<file path="config.mk">
export PLATFORM = sky130hd
export DESIGN_NAME = msk_tof_scheduler
export DESIGN_NICKNAME = d
export VERILOG_FILES = /design/src/rtl/msk_sched_pkg.sv /design/src/rtl/MSKand_hpc3o_tof.sv /design/src/rtl/msk_sched_fifo2.sv /design/src/rtl/msk_tof_scheduler.sv
export SDC_FILE = /design/constraint.sdc
export NUM_CORES = 1
export LEC_CHECK = 0
export BUFFER_PORTS_ARGS = -buffer_cell sky130_fd_sc_hd__buf_2
export CAP_MARGIN = 20
export CORE_MARGIN = 1
export CORE_UTILIZATION = 45
export CTS_BUF_LIST = sky130_fd_sc_hd__clkbuf_8 sky130_fd_sc_hd__clkbuf_16
export CTS_CLUSTER_SIZE = 24
export DETAILED_ROUTE_END_ITERATION = 10
export HOLD_SLACK_MARGIN = 0.05
export PLACE_DENSITY_LB_ADDON = 0.12
export SYNTH_ARGS = -nofsm -noshare
export SYNTH_HDL_FRONTEND = slang
export SYNTH_HIERARCHICAL = 1
export SYNTH_SLANG_ARGS = --single-unit
</file>
<file path="constraint.sdc">
create_clock -name clk -period 2.8 [get_ports clk]
set_clock_uncertainty 0.1 [all_clocks]
set_input_delay 0.14 -clock clk [delete_from_list [all_inputs] [get_ports clk]]
set_output_delay 0.14 -clock clk [all_outputs]
set_load 0.03 [all_outputs]
</file>
<file path="src/rtl/msk_sched_pkg.sv">
// Shared sizing and round-robin helpers for the masked Toffoli gadget scheduler.
package msk_sched_pkg;

    function automatic int hpc3_rnd_bits(input int d);
        return d * (d - 1);
    endfunction

    function automatic int tag_width(input int nreq);
        return (nreq > 1) ? $clog2(nreq) : 1;
    endfunction

    function automatic int rr_next(input int idx, input int nreq);
        return (idx + 1 >= nreq) ? 0 : idx + 1;
    endfunction

    function automatic int rr_index(input int ptr, input int offset, input int nreq);
        return (ptr + offset) % nreq;
    endfunction

endpackage

</file>
<file path="src/rtl/MSKand_hpc3o_tof.sv">
// HPC3-style masked a&b^c gadget, d shares, one-cycle latency; the a-share
// product term uses the externally delayed ina_prev. Randomness: [pairs] r, [pairs] r'.
module MSKand_hpc3o_tof #(
    parameter int d = 2
) (
    input  logic                 clk,
    input  logic [d-1:0]         ina,
    input  logic [d-1:0]         inb,
    input  logic [d-1:0]         inc,
    input  logic [d-1:0]         ina_prev,
    input  logic [d*(d-1)-1:0]   rnd,
    output logic [d-1:0]         out
);

    localparam int NPAIR = d * (d - 1) / 2;

    function automatic int pair_idx(input int i, input int j);
        int lo;
        int hi;
        lo = (i < j) ? i : j;
        hi = (i < j) ? j : i;
        return lo * d - lo * (lo + 1) / 2 + (hi - lo - 1);
    endfunction

    logic [d-1:0] cross_q [d];
    logic [d-1:0] blind_q [d];
    logic [d-1:0] inb_q;
    logic [d-1:0] inc_q;

    // Intentionally unreset: the scheduler only trusts the output when it has an op in flight.
    always_ff @(posedge clk) begin
        inb_q <= inb;
        inc_q <= inc;
        for (int i = 0; i < d; i++) begin
            for (int j = 0; j < d; j++) begin
                if (i != j) begin
                    cross_q[i][j] <= ina[i] & (inb[j] ^ rnd[pair_idx(i, j)]);
                    blind_q[i][j] <= (~ina[i] & rnd[pair_idx(i, j)]) ^ rnd[NPAIR + pair_idx(i, j)];
                end else begin
                    cross_q[i][j] <= 1'b0;
                    blind_q[i][j] <= 1'b0;
                end
            end
        end
    end

    always_comb begin
        out = '0;
        for (int i = 0; i < d; i++) begin
            out[i] = (ina_prev[i] & inb_q[i]) ^ inc_q[i] ^ (^cross_q[i]) ^ (^blind_q[i]);
        end
    end

endmodule

</file>
<file path="src/rtl/msk_sched_fifo2.sv">
// Two-entry first-word-fall-through FIFO; the head reads as zero while empty.
module msk_sched_fifo2 #(
    parameter int W = 4
) (
    input  logic         clk,
    input  logic         rst_n,
    input  logic         push,
    input  logic [W-1:0] push_data,
    input  logic         pop,
    output logic [W-1:0] pop_data,
    output logic [1:0]   count
);

    logic [W-1:0] mem [2];
    logic         wr_ptr;
    logic         rd_ptr;
    logic [1:0]   count_q;

    // NOTE: sequential state uses non-blocking assignments so every flop samples pre-edge values.
    always_ff @(posedge clk or negedge rst_n) begin
        if (!rst_n) begin
            wr_ptr  <= 1'b0;
            rd_ptr  <= 1'b0;
            count_q <= 2'd0;
        end else begin
            if (push) wr_ptr <= ~wr_ptr;
            if (pop)  rd_ptr <= ~rd_ptr;
            case ({push, pop})
                2'b10:   count_q <= count_q + 2'd1;
                2'b01:   count_q <= count_q - 2'd1;
                default: count_q <= count_q;
            endcase
        end
    end

    // NOTE: storage is left unreset; the count gates visibility, so reset only clears the pointers.
    always_ff @(posedge clk) begin
        if (push) mem[wr_ptr] <= push_data;
    end

    assign pop_data = (count_q != 2'd0) ? mem[rd_ptr] : '0;
    assign count    = count_q;

endmodule

</file>
<file path="src/rtl/msk_tof_scheduler.sv">
// Round-robin scheduler sharing one masked a&b^c gadget between NREQ requesters,
// with credit-based admission into a 2-entry result FIFO since the gadget cannot stall.
module msk_tof_scheduler
    import msk_sched_pkg::*;
#(
    parameter  int d       = 2,
    parameter  int NREQ    = 3,
    localparam int HPC3RND = hpc3_rnd_bits(d),
    localparam int TAGW    = tag_width(NREQ)
) (
    input  logic                 clk,
    input  logic                 rst_n,
    input  logic [NREQ-1:0]      req_valid,
    output logic [NREQ-1:0]      req_ready,
    input  logic [NREQ*d-1:0]    req_a,
    input  logic [NREQ*d-1:0]    req_b,
    input  logic [NREQ*d-1:0]    req_c,
    input  logic                 rnd_valid,
    output logic                 rnd_ready,
    input  logic [HPC3RND-1:0]   rnd,
    output logic                 out_valid,
    input  logic                 out_ready,
    output logic [d-1:0]         out_data,
    output logic [TAGW-1:0]      out_tag
);

    logic [TAGW-1:0]    rr_ptr;
    logic [TAGW-1:0]    grant_idx;
    logic [TAGW-1:0]    tag_q;
    logic [NREQ-1:0]    grant_onehot;
    logic               grant_found;
    logic               issue;
    logic               pop;
    logic               inflight;
    logic [1:0]         fifo_count;
    logic [1:0]         occ;
    logic [d-1:0]       gad_ina;
    logic [d-1:0]       gad_inb;
    logic [d-1:0]       gad_inc;
    logic [d-1:0]       ina_prev;
    logic [d-1:0]       gad_out;
    logic [HPC3RND-1:0] gad_rnd;
    logic [TAGW+d-1:0]  fifo_head;

    // NOTE: every always_comb output gets a default first so no path can infer a latch.
    always_comb begin
        grant_found  = 1'b0;
        grant_idx    = '0;
        grant_onehot = '0;
        for (int k = 0; k < NREQ; k++) begin
            if (!grant_found && req_valid[rr_index(int'(rr_ptr), k, NREQ)]) begin
                grant_found = 1'b1;
                grant_idx   = TAGW'(rr_index(int'(rr_ptr), k, NREQ));
                grant_onehot[rr_index(int'(rr_ptr), k, NREQ)] = 1'b1;
            end
        end
    end

    // A pop in the same cycle frees the slot this issue will eventually land in.
    assign pop   = out_valid & out_ready;
    assign occ   = fifo_count + {1'b0, inflight};
    assign issue = rst_n & rnd_valid & grant_found & ((occ < 2'd2) | pop);

    assign req_ready = issue ? grant_onehot : '0;
    assign rnd_ready = issue;

    // Idle cycles drive zeros so stale shares never meet the gadget's cross terms.
    always_comb begin
        gad_ina = '0;
        gad_inb = '0;
        gad_inc = '0;
        for (int k = 0; k < NREQ; k++) begin
            if (issue && grant_onehot[k]) begin
                gad_ina = gad_ina | req_a[k*d +: d];
                gad_inb = gad_inb | req_b[k*d +: d];
                gad_inc = gad_inc | req_c[k*d +: d];
            end
        end
        gad_rnd = issue ? rnd : '0;
    end

    always_ff @(posedge clk or negedge rst_n) begin
        if (!rst_n) begin
            rr_ptr   <= '0;
            tag_q    <= '0;
            inflight <= 1'b0;
            ina_prev <= '0;
        end else begin
            ina_prev <= gad_ina;
            inflight <= issue;
            if (issue) begin
                tag_q  <= grant_idx;
                rr_ptr <= TAGW'(rr_next(int'(grant_idx), NREQ));
            end
        end
    end

    MSKand_hpc3o_tof #(
        .d (d)
    ) u_gadget (
        .clk      (clk),
        .ina      (gad_ina),
        .inb      (gad_inb),
        .inc      (gad_inc),
        .ina_prev (ina_prev),
        .rnd      (gad_rnd),
        .out      (gad_out)
    );

    msk_sched_fifo2 #(
        .W (TAGW + d)
    ) u_fifo (
        .clk       (clk),
        .rst_n     (rst_n),
        .push      (inflight),
        .push_data ({tag_q, gad_out}),
        .pop       (pop),
        .pop_data  (fifo_head),
        .count     (fifo_count)
    );

    assign out_valid           = (fifo_count != 2'd0);
    assign {out_tag, out_data} = fifo_head;

endmodule

</file>
Word-level counts from Yosys, hierarchy flattened
Memory sizes are Yosys's and may differ from the RTL's.
Index checks and enable logic that the tools add are counted.
{"block": "word_totals", "regBits": 15, "ramBits": 16, "inputBits": 27, "out_inout_bits": 9, "elab_cells": 120, "memories": 3}
{"block": "op_classes", "add_sub_neg": 6, "n_div": 3, "n_lt_le_gt_ge": 8, "eq_ne": 2, "n_mux": 40, "n_bitwise": 33, "n_reduce_logical": 16}
{"memory": "u_fifo.mem", "depth": 2, "word_bits": 4, "read_ports": 1, "rd_clocked_by_memory_dff": 0, "write_ports": 1, "line_no": "msk_sched_fifo2.sv:14", "source": "logic [W-1:0] mem [2];"}
{"memory": "u_gadget.blind_q", "depth": 2, "word_bits": 2, "read_ports": 2, "rd_clocked_by_memory_dff": 0, "write_ports": 2, "line_no": "MSKand_hpc3o_tof.sv:26", "source": "logic [d-1:0] blind_q [d];"}
{"memory": "u_gadget.cross_q", "depth": 2, "word_bits": 2, "read_ports": 2, "rd_clocked_by_memory_dff": 0, "write_ports": 2, "line_no": "MSKand_hpc3o_tof.sv:25", "source": "logic [d-1:0] cross_q [d];"}
{"op": "32-bit by 1-bit >= comparator with 1-bit output, second input constant", "n": 3}
{"op": "32-bit by 4-bit < comparator with 1-bit output, second input constant", "n": 3}
{"op": "32-bit by 3-bit modulo with 32-bit output, second input constant", "n": 2}
{"op": "3-bit by 3-bit modulo with 32-bit output, second input constant", "n": 1}
{"op": "2-bit 2-to-1 mux", "n": 14}
{"op": "1-bit 2-to-1 mux", "n": 14}
{"op": "3-bit 2-to-1 mux", "n": 4}
{"op": "2-bit OR", "n": 6}
{"op": "1-bit AND", "n": 10}
{"op": "1-bit XOR", "n": 10}
{"op": "1-bit logical AND", "n": 8}
{"op": "2-bit parity", "n": 4}
{"op": "2-bit by 1-bit adder with 3-bit output, second input constant", "n": 2}
{"op": "1-bit binary-select mux with 2-bit select", "n": 3}
{"op": "1-bit demux with 2-bit select", "n": 3}
{"op": "3-bit OR", "n": 2}
{"op": "4-bit 2-to-1 mux", "n": 1}
{"op": "1-bit NOT", "n": 4}
{"op": "2-bit case mux with 2 select lines", "n": 1}
{"op": "2-bit nonzero test", "n": 2}
{"op": "2-bit by 2-bit adder with 3-bit output, second input constant", "n": 1}
{"op": "3-bit by 2-bit >= comparator with 1-bit output, second input constant", "n": 1}
{"op": "2-bit by 1-bit adder with 2-bit output", "n": 1}
{"op": "2-bit by 1-bit adder with 2-bit output, second input constant", "n": 1}
{"op": "6 further kinds", "n": 7}

Longest topological paths before layout
{"block": "logic_depth", "depth_word": 22, "ltp_mapped": 11, "depth_no_buf": 10}

By module
Netlist, hierarchy kept.
{"module": "msk_tof_scheduler", "instances": 1, "cells_each": 98, "area_per_inst_um2": 863.3, "seq_area_each_um2": 175.2}
{"module": "msk_sched_fifo2", "instances": 1, "cells_each": 32, "area_per_inst_um2": 478.0, "seq_area_each_um2": 340.3}
{"module": "MSKand_hpc3o_tof", "instances": 1, "cells_each": 22, "area_per_inst_um2": 290.3, "seq_area_each_um2": 160.2}

Worst setup path before layout
No wires, ideal clock.
{"block": "synth_timing", "path_kind": "register to register", "from": "reg rr_ptr[1]", "to": "mem u_gadget.cross_q[1][0]", "setup_time_ps": 115, "t_arrival_ps": 2206, "required_ps": 2585, "slack_ps": 379, "path_stages_with_launch": 11, "path_buffers": 1, "period_less_slack_ps": 2421, "cell_sequence": "dfrtp_1 -> inv_1 -> ha_1 -> mux2i_2 -> o22ai_2 -> or4b_1 -> buf_2 -> nand3_1 -> a21oi_1 -> xor2_1 -> and2_1"}
{"item": "from (decl)", "line_no": "msk_tof_scheduler.sv:27", "source": "logic [TAGW-1:0] rr_ptr;"}
{"item": "from (signal assigned)", "line_no": "msk_tof_scheduler.sv:93", "source": "rr_ptr <= TAGW'(rr_next(int'(grant_idx), NREQ));"}
{"item": "to (decl)", "line_no": "MSKand_hpc3o_tof.sv:25"}

Final worst setup path
{"block": "layout_timing", "from": "reg rr_ptr[1]", "to": "out req_ready[0]"}
{"block": "layout_between", "elab_chain_cells": 14, "word_cells_on_any_way": 44, "cone_classes": "add/sub: 2; div: 3; order compare: 6; mux: 22; bitwise: 4; reduce/logical: 7"}
{"item": "parallel branches: the longest is 13 deep, another holds 32-bit by 3-bit modulo with 32-bit output"}
{"item": "3-bit 2-to-1 mux (*)", "line_no": "msk_tof_scheduler.sv:64", "source": "assign req_ready = issue ? grant_onehot : '0;"}
{"item": "to (decl)", "line_no": "msk_tof_scheduler.sv:14", "source": "output logic [NREQ-1:0] req_ready,"}
Mark *: on every way between the ends. The select of a mux whose other input is x is not followed.

==> impl_metrics.py <==
metrics = {
    "drt": {
        "firstDrtPassIters": 4,
        "via_per_inst": 5.371,
        "detail-route-antenna-nets": 0,
        "drt_iter0_drc": 31,
        "met2WireLength_um": 1621,
        "vias": 1289,
        "drc": 0,
        "top_layer": "met4",
        "routed_wirelength_um": 3349,
        "wl_met1_um": 1561,
        "wl_met3_um": 158,
        "routedWlPerCell_um": 13.95,
    },
    "power": {
        "p_switching_mw": 0.9271,
        "switching_share": 0.4362,
        "power.density_nw_per_um2": 1078,
        "intPower_mw": 1.198,
        "leakagePower_nw": 0.8938,
        "combPwrFrac": 0.609,
        "vdd_ir_drop_max_uv": 486.9,
        "p_clk_frac": 0.099,
        "sequentialPowerShare": 0.292,
    },
    "worst_setup_path": {
        "arrival_ns": 2.39,
        "slowest_delay_ns": 0.61,
        "startpoint_type": "flip-flop",
        "r2r_slack_ns": 0.26,
        "crit_family": "simple AND/OR/NAND/NOR gates",
        "cp_cell_sequence": "inv_1, ha_1, mux2i_2, o22ai_2, or4b_4, and3_1, buf_2",
        "r2r_start": "rr_ptr[0]",
        "crit_end": "req_ready[0]",
        "worstSetupEndpointType": "output pin",
        "worst_ep_required_time_ns": 2.56,
        "cp-startpoint": "rr_ptr[1]",
        "r2r-end": "u_gadget/cross_q[0][1]",
        "slowest_stage": "or4b_4",
        "critical_path_class": "flip-flop to output pin",
        "cp_max_fo": 7,
        "worst-path-buf-inv": 2,
        "reg2regPathDepth": 10,
        "path_depth": 7,
    },
    "cells_and_area": {
        "antenna_cells": 0,
        "area_delta_synth_final_pct": 20.86,
        "drive_gt1_frac": 0.2990,
        "nFillCells": 323,
        "fin_area_um2": 1972,
        "post-route-util": 0.5773,
        "fin_nets": 227,
    },
    "synthesis": {
        "synth_area_um2": 1632,
        "synth_simple_gate_area_share": 0.1702,
        "ys_async_sr_fraction": 0.4074,
        "synth_xor_area_frac": 0.09202,
        "yosys_register_bits": 27,
        "ys.flop_type": "dfrtp_1",
        "yosysSeqAreaShare": 0.4141,
        "synth_top_family_by_area": "simple AND/OR/NAND/NOR gates",
        "syn_avg_cell_area_um2": 10.73,
        "synth_fp_nets": 184,
        "ys_types": 50,
        "synth_compound_area_frac": 0.1618,
        "yosys_warnings": 6,
        "syn_inst": 152,
        "synth_edf_count": 8,
        "synthAdderAreaFrac": 0.03834,
        "synth_mux_area_frac": 0.08206,
    },
    "timing": {
        "final_max_slew_viol_count": 0,
        "slew-limit-headroom": 0.6864,
        "tns_ns": 0,
        "tightest_slew_ns": 0.4676,
        "setup_violations": 0,
        "timing.final.crit_share": 0.9392,
        "fmax_ghz": 0.3803,
        "grt_setup_unrepaired": "false",
        "holdWs_ns": 0.06260,
        "hold_viol_final": 0,
        "finalCriticalPeriod_ns": 2.630,
    },
    "clock_network": {
        "numCtsBuffers": 3,
        "path_clk_slew_ns": 0.08,
        "cts-root-buf": "clkbuf_8",
        "cts_tree": "yes",
        "clock_path_buffers": 2,
        "cts_sinks": 27,
        "clkLatencyLatePin_ns": 0.26,
        "h-tree-depth": 1,
    },
    "die": {
        "core_um2": 3416,
        "boundaryPins": 36,
        "fp-row-count": 21,
        "initial_core_util": 0.4777,
        "chipHeight_um": 62.22,
        "die_w_um": 62.22,
        "dieArea_um2": 3871,
    },
    "global_route": {
        "grt_max_degree": 16,
        "grt_pass1_wl_um": 5727,
        "overflow": 0,
        "grt_pass1_vias": 1297,
        "grt_util_all_layers": 0.1858,
        "antenna_found_initial": 0,
    },
    "run_status": {
        "status": "finished, final reports clean",
    },
    "placed_design": {
        "io_buffers": 35,
        "post_dp_cell_area_um2": 1852,
        "gp_congestion": 0.8487,
        "place_hpwl_um": 2463,
    },
    "worst_hold_path": {
        "min_path_type": "primary input to flip-flop",
    },
    "flow_run": {
        "drv_cap": 0,
    },
}
-- cells by family after synthesis --
family,after synthesis
AOI/OAI and AO/OA,31
and+or+nand+nor,50
adders and majority gates,5
buffers and inverters,13
xor gates and xnor gates,14
DFF,27
muxes,12
-- registers in the layout, summed over array words and instances, names as in the netlist --
signal            count
u_gadget/inc_q        2
tag_q                 2
u_fifo/count          2
u_fifo/wr_ptr         1
u_gadget/blind_q      2
inflight              1
u_gadget/cross_q      2
rr_ptr                2
u_fifo/mem            8
u_gadget/inb_q        2
ina_prev              2
u_fifo/rd_ptr         1
-- area by class of cell --
type | count | area (um2) | area share
clock buffers | 3 | 41.29 | 0.02094
clock inverters | 1 | 5.005 | 0.002538
inverters | 6 | 25.02 | 0.01269
multi-input cells | 112 | 907.1 | 0.4600
flip-flops and latches | 27 | 675.6 | 0.3426
well taps | 46 | 57.56 | 0.02919
repair buffers | 45 | 260.3 | 0.1320
-- metal layers --
metal | vias to the layer above | track usage
li1 | 634 | -
met1 | 606 | 0.2324
met2 | 47 | 0.3283
met3 | 2 | 0.03860
met4 | 0 | 0.04070
met5 | - | 0
-- worst reg2reg max path: cells and delay by family (launching register included) --
| kind | cells | cell delay (ns) |
|---|---|---|
| xor gates and xnor gates | 1 | 0.17 |
| and+or+nand+nor | 2 | 0.40 |
| DFF | 1 | 0.43 |
| buffers and inverters | 2 | 0.31 |
| AOI/OAI and AO/OA | 4 | 0.75 |
| adders and majority gates | 1 | 0.28 |
-- worst min path at each step --
stage | cells past startpoint | to | slack (ns) | from
2_1_floorplan | 0 | ina_prev[0] | -0.26 | rst_n
3_3_place_gp | 1 | u_fifo/count[0] | -0.06 | rst_n
3_5_place_dp | 1 | u_fifo/rd_ptr | -0.05 | rst_n
4_1_cts | 3 | u_gadget/inb_q[1] | 0.05 | req_b[1]
5_1_grt | 3 | u_gadget/inb_q[1] | 0.06 | req_b[1]
6_report | 3 | ina_prev[1] | 0.06 | req_a[1]
-- cells in the final DEF, fill, tap and decap left out, types with 3 or more instances in the layout --
| cell | instances |
|---|---|
| nand2b_1 | 4 |
| xnor2_1 | 4 |
| ha_1 | 4 |
| o21ai_0 | 3 |
| mux2i_1 | 6 |
| a21oi_1 | 6 |
| dfxtp_1 | 8 |
| inv_1 | 5 |
| edfxtp_1 | 8 |
| xor2_1 | 8 |
| mux2_1 | 3 |
| and2_1 | 8 |
| dlygate4sd3_1 | 4 |
| dfrtp_1 | 11 |
| clkbuf_8 | 3 |
| buf_4 | 6 |
| nand2_1 | 8 |
| a32oi_1 | 6 |
| buf_2 | 35 |
| nor2b_1 | 4 |
| nor2_1 | 8 |
| nand3_1 | 7 |
-- cells in the mapped netlist, types with 2 or more instances --
library cell	number	area share
mux2_1	3	0.021
ha_1	5	0.038
edfxtp_1	8	0.15
nor2_1	8	0.018
nand3_1	7	0.021
dfxtp_1	8	0.098
inv_1	5	0.012
mux2i_1	6	0.037
buf_2	4	0.012
nand2_1	8	0.018
nand2b_1	4	0.015
o21ai_0	3	0.0092
nor2b_1	5	0.019
and2_1	8	0.031
xnor2_1	4	0.021
o22ai_2	2	0.015
a32oi_1	6	0.032
dfrtp_1	11	0.17
xnor3_1	2	0.028
nor4b_1	2	0.011
xor2_1	8	0.043
a21oi_1	6	0.018
and3_1	2	0.0077
-- repair_timing --
| action | in CTS | in global routing |
|---|---|---|
| setup endpoints to repair | 2 | 3 |
| setup buffers | 0 | 2 |
| hold endpoints to repair | 14 | 0 |
| gates resized for setup | 2 | 2 |
| hold buffers | 4 | 0 |
-- power groups by stage --
stage | Combinational (mW) | Clock, mW | Sequential (mW)
2_1_floorplan | 0.964 | 0 | 0.597
3_3_place_gp | 1.18 | 0 | 0.627
3_5_place_dp | 1.21 | 0 | 0.634
4_1_cts | 1.24 | 0.218 | 0.626
5_1_grt | 1.40 | 0.238 | 0.637
6_report | 1.29 | 0.210 | 0.620
-- metrics by stage --
stage | worst slack [ns] | power [mW] | cells
floorplan | 0.3787 | 1.561 | 152
global placement | 0.1996 | 1.807 | 230
detailed placement | 0.1601 | 1.843 | 230
CTS | 0.08572 | 2.082 | 238
global route | 0.01868 | 2.278 | 240
finish | 0.1704 | 2.125 | 240
(Power assumes the default switching activity.)
